<file path="src/rtl/adder_result_fifo_if.sv">
// Handshake bundle for adder_result_fifo: issue credit, raw adder result, and
// the consumer-side valid/ready result stream.
interface adder_result_fifo_if #(
  parameter int unsigned WIDTH = 64
);
  logic             in_valid;
  logic             in_ready;
  logic [WIDTH-1:0] sum_in;
  logic             cout_in;
  logic             out_valid;
  logic             out_ready;
  logic [WIDTH-1:0] out_sum;
  logic             out_cout;

  modport master (
    output in_valid, sum_in, cout_in, out_ready,
    input  in_ready, out_valid, out_sum, out_cout
  );

  modport slave (
    input  in_valid, sum_in, cout_in, out_ready,
    output in_ready, out_valid, out_sum, out_cout
  );
endinterface

</file>
<file path="src/rtl/adder_result_fifo.sv">
// Capture stage behind the pipelined adder: tracks in-flight issues, stores results
// in a credit-gated FIFO. Optional counters under `ADDER_RESULT_STATS_EN.
module adder_result_fifo #(
  parameter int unsigned WIDTH   = 64,
  parameter int unsigned LATENCY = 3,
  parameter int unsigned DEPTH   = 8
) (
  input  logic                    clk,
  input  logic                    rst,
  adder_result_fifo_if.slave      bus,
  output logic [$clog2(DEPTH):0]  occupancy
`ifdef ADDER_RESULT_STATS_EN
  ,
  output logic [31:0]             carry_count,
  output logic [31:0]             stall_count
`endif
);

  localparam int unsigned PW = $clog2(DEPTH);
  localparam int unsigned CW = PW + 1;

  typedef struct packed {
    logic             cout;
    logic [WIDTH-1:0] sum;
  } result_t;

  result_t            mem [DEPTH];
  result_t            head;
  logic [LATENCY-1:0] vpipe;
  logic [LATENCY-1:0] vpipe_nxt;
  logic [PW-1:0]      wr_ptr;
  logic [PW-1:0]      rd_ptr;
  logic [CW-1:0]      count;
  logic [CW-1:0]      count_nxt;
  logic [CW-1:0]      inflight_nxt;
  logic               out_valid_q;
  logic               in_ready_q;
  logic               issue;
  logic               push;
  logic               pop;

  assign issue = bus.in_valid & in_ready_q;
  assign push  = vpipe[LATENCY-1];
  assign pop   = out_valid_q & bus.out_ready;

  // Next-state of the in-flight tracker and the FIFO fill level.
  always_comb begin
    vpipe_nxt    = (vpipe << 1) | LATENCY'(issue);
    count_nxt    = count;
    inflight_nxt = '0;
    case ({push, pop})
      2'b10:   count_nxt = count + CW'(1);
      2'b01:   count_nxt = count - CW'(1);
      default: count_nxt = count;
    endcase
    for (int i = 0; i < LATENCY; i++) begin
      inflight_nxt = inflight_nxt + CW'(vpipe_nxt[i]);
    end
  end

  // Credit and valid are registered from next-state so neither sees the consumer combinationally.
  always_ff @(posedge clk) begin
    if (rst) begin
      vpipe       <= '0;
      count       <= '0;
      wr_ptr      <= '0;
      rd_ptr      <= '0;
      out_valid_q <= 1'b0;
      in_ready_q  <= 1'b1;
    end else begin
      vpipe       <= vpipe_nxt;
      count       <= count_nxt;
      out_valid_q <= (count_nxt != '0);
      in_ready_q  <= (({1'b0, count_nxt} + {1'b0, inflight_nxt}) < (CW+1)'(DEPTH));
      if (push) wr_ptr <= wr_ptr + PW'(1);
      if (pop)  rd_ptr <= rd_ptr + PW'(1);
    end
  end

  // Result storage; contents are only meaningful between push and pop.
  always_ff @(posedge clk) begin
    if (push) mem[wr_ptr] <= '{cout: bus.cout_in, sum: bus.sum_in};
  end

  assign head          = mem[rd_ptr];
  assign bus.out_valid = out_valid_q;
  assign bus.out_sum   = head.sum;
  assign bus.out_cout  = head.cout;
  assign bus.in_ready  = in_ready_q;
  assign occupancy     = count;

`ifdef ADDER_RESULT_STATS_EN
  // Saturating event counters.
  always_ff @(posedge clk) begin
    if (rst) begin
      carry_count <= '0;
      stall_count <= '0;
    end else begin
      if (pop && head.cout && (carry_count != '1))
        carry_count <= carry_count + 32'd1;
      if (bus.in_valid && !in_ready_q && (stall_count != '1))
        stall_count <= stall_count + 32'd1;
    end
  end
`endif

endmodule
</file>
<file path="src/flat_wrapper.sv">
// flat-port wrapper written by rule: the top's interface ports become plain ports
module adder_result_fifo_flat 
#(
  parameter int unsigned WIDTH   = 64,
  parameter int unsigned LATENCY = 3,
  parameter int unsigned DEPTH   = 8
)
  (clk, rst, occupancy, bus_in_valid, bus_sum_in, bus_cout_in, bus_out_ready, bus_in_ready, bus_out_valid, bus_out_sum, bus_out_cout);
  adder_result_fifo_if #(.WIDTH(WIDTH)) bus_i ();
  input  logic clk;
  input  logic rst;
  output logic [$clog2(DEPTH):0] occupancy;
  input wire logic [$bits(bus_i.in_valid)-1:0] bus_in_valid;
  input wire logic [$bits(bus_i.sum_in)-1:0] bus_sum_in;
  input wire logic [$bits(bus_i.cout_in)-1:0] bus_cout_in;
  input wire logic [$bits(bus_i.out_ready)-1:0] bus_out_ready;
  output wire logic [$bits(bus_i.in_ready)-1:0] bus_in_ready;
  output wire logic [$bits(bus_i.out_valid)-1:0] bus_out_valid;
  output wire logic [$bits(bus_i.out_sum)-1:0] bus_out_sum;
  output wire logic [$bits(bus_i.out_cout)-1:0] bus_out_cout;
  assign bus_i.in_valid = bus_in_valid;
  assign bus_i.sum_in = bus_sum_in;
  assign bus_i.cout_in = bus_cout_in;
  assign bus_i.out_ready = bus_out_ready;
  assign bus_in_ready = bus_i.in_ready;
  assign bus_out_valid = bus_i.out_valid;
  assign bus_out_sum = bus_i.out_sum;
  assign bus_out_cout = bus_i.out_cout;
  adder_result_fifo #(.WIDTH(WIDTH), .LATENCY(LATENCY), .DEPTH(DEPTH)) u_core (.clk(clk), .rst(rst), .bus(bus_i), .occupancy(occupancy));
endmodule
</file>
<file path="config.mk">
export PLATFORM = sky130hd
export DESIGN_NAME = adder_result_fifo_flat
export DESIGN_NICKNAME = d
export VERILOG_FILES = /design/src/rtl/adder_result_fifo_if.sv /design/src/rtl/adder_result_fifo.sv /design/src/flat_wrapper.sv
export SDC_FILE = /design/constraint.sdc
export NUM_CORES = 1
export LEC_CHECK = 0
export BUFFER_PORTS_ARGS = -buffer_cell sky130_fd_sc_hd__buf_4
export CORE_UTILIZATION = 40
export CTS_CLUSTER_SIZE = 25
export DETAILED_ROUTE_END_ITERATION = 12
export PLACE_DENSITY = 0.66
export SLEW_MARGIN = 20
export SYNTH_ARGS = -nofsm -noshare
export SYNTH_HDL_FRONTEND = slang
export SYNTH_SLANG_ARGS = --single-unit
</file>
<file path="constraint.sdc">
create_clock -name clk -period 6.68 [get_ports clk]
set_input_delay 0.668 -clock clk [delete_from_list [all_inputs] [get_ports clk]]
set_output_delay 0.668 -clock clk [all_outputs]
set_load 0.05 [all_outputs]
</file>
==> flow_summary.json, run 1 <==
{
  "synth-seq-area-share": 0.7829,
  "pre_cts_ws_ns": 3.350,
  "htreeDepth": 2,
  "cp_slowest_cell": "dfxtp_4",
  "utilization": 0.4781,
  "critPathRequiredTime_ns": 6.01,
  "dpl_cell_area_um2": 22260,
  "crit_top_cell": "buf_4",
  "fmax_mhz": 256.9,
  "setup_tns_ns": 0,
  "synth_cells": 853,
  "final_antenna_net_count": 0,
  "cpPeakStageDelay_ns": 1.03,
  "async_flop_share": 0,
  "route.detailed.drc": 0,
  "setup_viol": 0,
  "cts_tree": "done",
  "min_period_ns": 3.892,
  "synth_flop_cell": "edfxtp_1",
  "ios": 140,
  "maxSlewHeadroom": 0.2676,
  "grt.total_usage": 0.1571,
  "syn2layout_area_growth_pct": 17.79,
  "path_delay_family": "flip-flops",
  "status": "complete, no violations",
  "layout-drive-gt1-share": 0.4127,
  "layout.nets": 1106,
  "hold_slack_ns": 0.3062,
  "die_h_um": 227.9,
  "core_area_um2": 50270,
  "grt_max_degree": 82,
  "synth-seq-cells": 538,
  "crit_type": "reg -> out",
  "finalHoldViolations": 0,
  "start_kind": "flop",
  "ir_drop_mv": 0.2022,
  "grt_pass1_vias": 9761,
  "synth_nets": 933,
  "ys_warn_count": 0,
  "fin_crit_sh": 0.5827,
  "dpl.hpwl_mm": 20.71,
  "synth-edff-count": 520,
  "clkTransAtPathRegs_ns": 0.06,
  "cp_cell_sequence": "buf_4 > mux4_2 > mux2_2 > buf_4",
  "rsz0062_at_grt": "no",
  "gp_congestion": 0.6620,
  "synth_cell_types": 34,
  "num_vias": 8992,
  "syn_avg_cell_area_um2": 23.92,
  "p_leak_nw": 7.601,
  "crit_buf_inv": 2,
  "clk_path_buf_depth": 3,
  "endpoint_kind": "output port",
  "wirelength_mm": 40.20,
  "first_iter_violations": 651,
  "grt_pass1_wl_mm": 60.62,
  "die_w_um": 227.9,
  "drtPass1Iterations": 4,
  "hp-class": "in -> reg",
  "skew_ns": 0.01628,
  "final_area_um2": 24040,
  "powerDensity_nw_per_um2": 300.7,
  "holdBufCountCts": 0,
  "start_util": 0.4059,
  "rows": 82,
  "final-instance-count-excl-fill": 1743,
  "clockRootBuffer": "clkbuf_16",
  "fin_ws_ns": 2.788,
  "post_drt_via_cell_ratio": 5.159,
  "cts_setup_buffers": 0,
  "cp_max_fo": 70,
  "critPathArrivalTime_ns": 3.22,
  "die_area_um2": 51920,
  "placedCellCount": 1642,
  "cts_buffers": 54,
  "cts.sinks": 538,
  "netlist_area_um2": 20410,
  "p_total_mw": 7.228,
  "insertion_delay_ns": 0.60,
  "diodes": 0,
  "antenna_found_initial": 2,
  "max_cap_viol_count": 0,
  "slew_violations": 0,
  "cts.repair.resized": 0,
  "drt-wirelength-per-cell_um": 23.06,
  "grt-ovfl-total": 0,
  "worst_slew_pin_slew_ns": 1.099,
  "io_buffer_count": 139,
  "fill_cells": 4195
}
final timing paths:
path	cells after the start	startpoint	slack [ns]	end
worst max register to register	3	u_core.vpipe[2]	3.99	u_core.mem[4][28]
worst max-delay path	4	flop	2.79	bus_out_sum[6]
worst min register to register	2	u_core.rd_ptr[1]	0.48	flop
worst min-delay path	1	bus_sum_in[32]	0.31	u_core.mem[7][32]
worst register-to-register path, stage by stage, from the launching register on:
cell	delay [ns]
dfxtp_1	0.41
nand2b_1	0.26
nor2_4	0.81
buf_4	0.81
synth_stat cells, types with 2 or more instances:
cell      number  area (µm²)
nand2b_1       3       18.77
mux2_2        65       732.0
ha_1          10       125.1
dfxtp_1       18       360.4
mux4_2       130        2928
mux2i_1        2       20.02
nor2_1        16       60.06
inv_1          6       22.52
edfxtp_1     520       15610
nor2b_1        5       31.28
and2_1         2       12.51
clkbuf_1      17       63.81
nor3_1         2       10.01
buf_2          5       25.02
buf_1          6       22.52
xor2_1         5       43.79
buf_6         11       123.9
nand2_1        9       33.78
nand3_1        2       10.01
a21oi_1        5       25.02
registers in the layout, indices dropped and copies added (netlist names), named ones only:
signal,cells
u_core.mem,520
u_core.occupancy,4
u_core.rd_ptr,3
u_core.vpipe,3
u_core.wr_ptr,3
u_core.bus.in_ready,1
u_core.bus.out_valid,1
cell usage in the layout (no fill, tap or decap), types with 2 or more instances in the layout:
| cell | netlist | routed |
|---|---|---|
| edfxtp_1 | 520 | 520 |
| buf_4 | 0 | 155 |
| mux4_2 | 130 | 130 |
| mux2_2 | 65 | 65 |
| clkbuf_16 | 0 | 56 |
| dfxtp_1 | 18 | 15 |
| clkbuf_1 | 17 | 11 |
| clkinv_1 | 0 | 11 |
| nor2_1 | 16 | 10 |
| ha_1 | 10 | 10 |
| nand2_1 | 9 | 9 |
| clkinv_2 | 0 | 8 |
| inv_1 | 6 | 6 |
| nor2_4 | 0 | 6 |
| xor2_1 | 5 | 5 |
| nor2b_1 | 5 | 5 |
| a21oi_1 | 5 | 5 |
| bufinv_16 | 0 | 5 |
| clkinvlp_4 | 0 | 4 |
| nand2b_1 | 3 | 3 |
| dfxtp_4 | 0 | 3 |
| inv_6 | 0 | 3 |
| and2_1 | 2 | 2 |
| mux2i_1 | 2 | 2 |
| nor3_2 | 0 | 2 |
| nand3_1 | 2 | 2 |
| clkbuf_8 | 0 | 2 |
layout make-up:
class                   instances  area, µm²  share of cell area
clock inverters                32      304.0             0.01265
well taps                     672      840.8             0.03498
multi-input cells             270       4228              0.1759
clock buffers                  69       1470             0.06117
flip-flops and latches        538      15990              0.6651
repair buffers                156       1184             0.04925
inverters                       6      22.52           0.0009370
metal layers:
layer | wire (µm) | up-vias | global-route usage
met5 | 31 | - | 0
met4 | 803 | 4 | 0.04237
met3 | 2291 | 63 | 0.03900
met2 | 19330 | 199 | 0.2553
met1 | 17740 | 4778 | 0.2116
li1 | - | 3948 | -
power breakdown:
part           leakage [nW]  switching [mW]  total, mW  internal (mW)
Clock                 0.858            1.24       2.99           1.75
Sequential             4.83          0.0169       3.73           3.71
Combinational          1.92           0.290      0.506          0.217
logic make-up (layout without fill, tap and decap cells):
kind of cell / count (synthesis) / count (layout) / share of synthesized area
mux: 197 / 197 / 0.1803
buf+inv: 45 / 263 / 0.01263
xor+xnor: 6 / 6 / 0.002575
simple gates: 41 / 41 / 0.009504
flops: 538 / 538 / 0.7829
fa+ha+maj: 11 / 11 / 0.007113
compound gates: 15 / 15 / 0.004967
(Power assumes the default switching activity.)
==> inputs of run 2 (changes only) <==
==> constraint.sdc (replaced) <==
create_clock -name clk -period 3.8 [get_ports clk]
set_input_delay 0.38 -clock clk [delete_from_list [all_inputs] [get_ports clk]]
set_output_delay 0.38 -clock clk [all_outputs]
set_load 0.05 [all_outputs]
==> flow_summary.json, run 2 (synthesis results as in run 1) <==
{
  "status": "complete, no violations",
  "dpl.hpwl_mm": 20.88,
  "endpoint_kind": "output port",
  "htreeDepth": 2,
  "num_vias": 9236,
  "grt_pass1_wl_mm": 60.73,
  "start_kind": "flop",
  "min_period_ns": 3.141,
  "max_cap_viol_count": 0,
  "critPathRequiredTime_ns": 3.42,
  "drt-wirelength-per-cell_um": 21.92,
  "final-instance-count-excl-fill": 1804,
  "drtPass1Iterations": 4,
  "grt_max_degree": 54,
  "p_leak_nw": 7.825,
  "p_total_mw": 12.46,
  "syn2layout_area_growth_pct": 20.74,
  "grt.total_usage": 0.1550,
  "cpPeakStageDelay_ns": 0.64,
  "cp_max_fo": 50,
  "route.detailed.drc": 0,
  "first_iter_violations": 718,
  "setup_viol": 0,
  "io_buffer_count": 139,
  "fmax_mhz": 318.4,
  "skew_ns": 0.01202,
  "fin_crit_sh": 0.8266,
  "final_area_um2": 24640,
  "worst_slew_pin_slew_ns": 0.7592,
  "insertion_delay_ns": 0.59,
  "slew_violations": 0,
  "rows": 82,
  "finalHoldViolations": 0,
  "grt-ovfl-total": 0,
  "die_h_um": 227.9,
  "final_antenna_net_count": 0,
  "largest_reg_flops": 520,
  "rsz0062_at_grt": "no",
  "clockRootBuffer": "clkbuf_16",
  "hold_slack_ns": 0.03614,
  "cts_tree": "done",
  "post_drt_via_cell_ratio": 5.120,
  "final_common_cell": "edfxtp_1",
  "gp_congestion": 0.7180,
  "clkTransAtPathRegs_ns": 0.06,
  "maxSlewHeadroom": 0.4939,
  "die_w_um": 227.9,
  "placedCellCount": 1647,
  "layout.nets": 1168,
  "setup_tns_ns": 0,
  "hp-class": "in -> reg",
  "start_util": 0.4059,
  "core_area_um2": 50270,
  "powerDensity_nw_per_um2": 505.6,
  "clk_path_buf_depth": 3,
  "wirelength_mm": 39.55,
  "cts_setup_buffers": 0,
  "layout-drive-gt1-share": 0.3906,
  "cp_slowest_cell": "dfxtp_4",
  "final_cell_mix": "edfxtp_1 (520), buf_4 (152), mux4_2 (130)",
  "dpl_cell_area_um2": 22410,
  "cts_buffers": 54,
  "top_register": "u_core.mem",
  "grt_pass1_vias": 10097,
  "ios": 140,
  "cp_cell_sequence": "buf_12 > mux4_2 > mux2_2 > buf_4",
  "die_area_um2": 51920,
  "ir_drop_mv": 0.3010,
  "cts.sinks": 538,
  "critPathArrivalTime_ns": 2.76,
  "crit_type": "reg -> out",
  "antenna_found_initial": 3
}
-- run 2: cell count changes in the layout (fill, tap and decap cells not counted), sizes merged --
cell and delta:
inv -2, clkbuf -2, bufinv -2, dlygate4sd3 +57, buf +5, clkinvlp -2
clkinv +4, diode +3
-- run 2: path summary, 6_finish.rpt --
check / from / cells past startpoint / endpoint / slack [ns]
max: flop / 4 / bus_out_sum[43] / 0.66
min: bus_sum_in[32] / 1 / u_core.mem[6][32] / 0.04
max reg2reg: u_core.vpipe[2] / 11 / u_core.bus.in_ready / 1.29
min reg2reg: u_core.vpipe[0] / 1 / u_core.vpipe[1] / 0.50
-- run 2: final cells by class --
class / instances / area, µm²
inverter: 6 / 22.52
timing repair buffer: 218 / 1892
tap: 672 / 840.8
sequential: 538 / 15990
fill: 4093 / 25640
clock buffer: 67 / 1421
clock inverter: 30 / 226.5
multi-input combinational: 270 / 4240
antenna: 3 / 7.507
-- run 2: per-layer routing --
layer,vias to the layer above,share of wire,global-route usage
met1,4910,0.45,0.2138
met4,0,0.017,0.03943
met5,-,0,0
li1,4068,-,-
met2,207,0.49,0.2499
met3,51,0.050,0.03563
-- run 2: through the flow --
step,setup WS [ns],utilization
global placement,1.204,0.4458
global route,0.4540,0.4900
detailed placement,1.176,0.4458
floorplan,0.04955,-
CTS,0.5627,0.4899
finish,0.6591,0.4901
-- run 2: worst max-delay path, delay by kind of cell (launching register included) --
kind                   cells  cell delay, ns
muxes                      2            0.86
DFF                        1            0.64
buffers and inverters      2            0.61
-- run 2: report_power, final --
group	internal [mW]	switching, mW
registers	6.52	0.0326
logic	0.428	0.519
clock network	2.84	2.11
total	9.80	2.66
-- run 2: timing repair --
| item | CTS | global route |
|---|---|---|
| endpoints found under the hold margin | 404 | 0 |
| endpoints found under the setup margin | 0 | 0 |
| hold buffers | 57 | 0 |
| resized for setup | 0 | 0 |
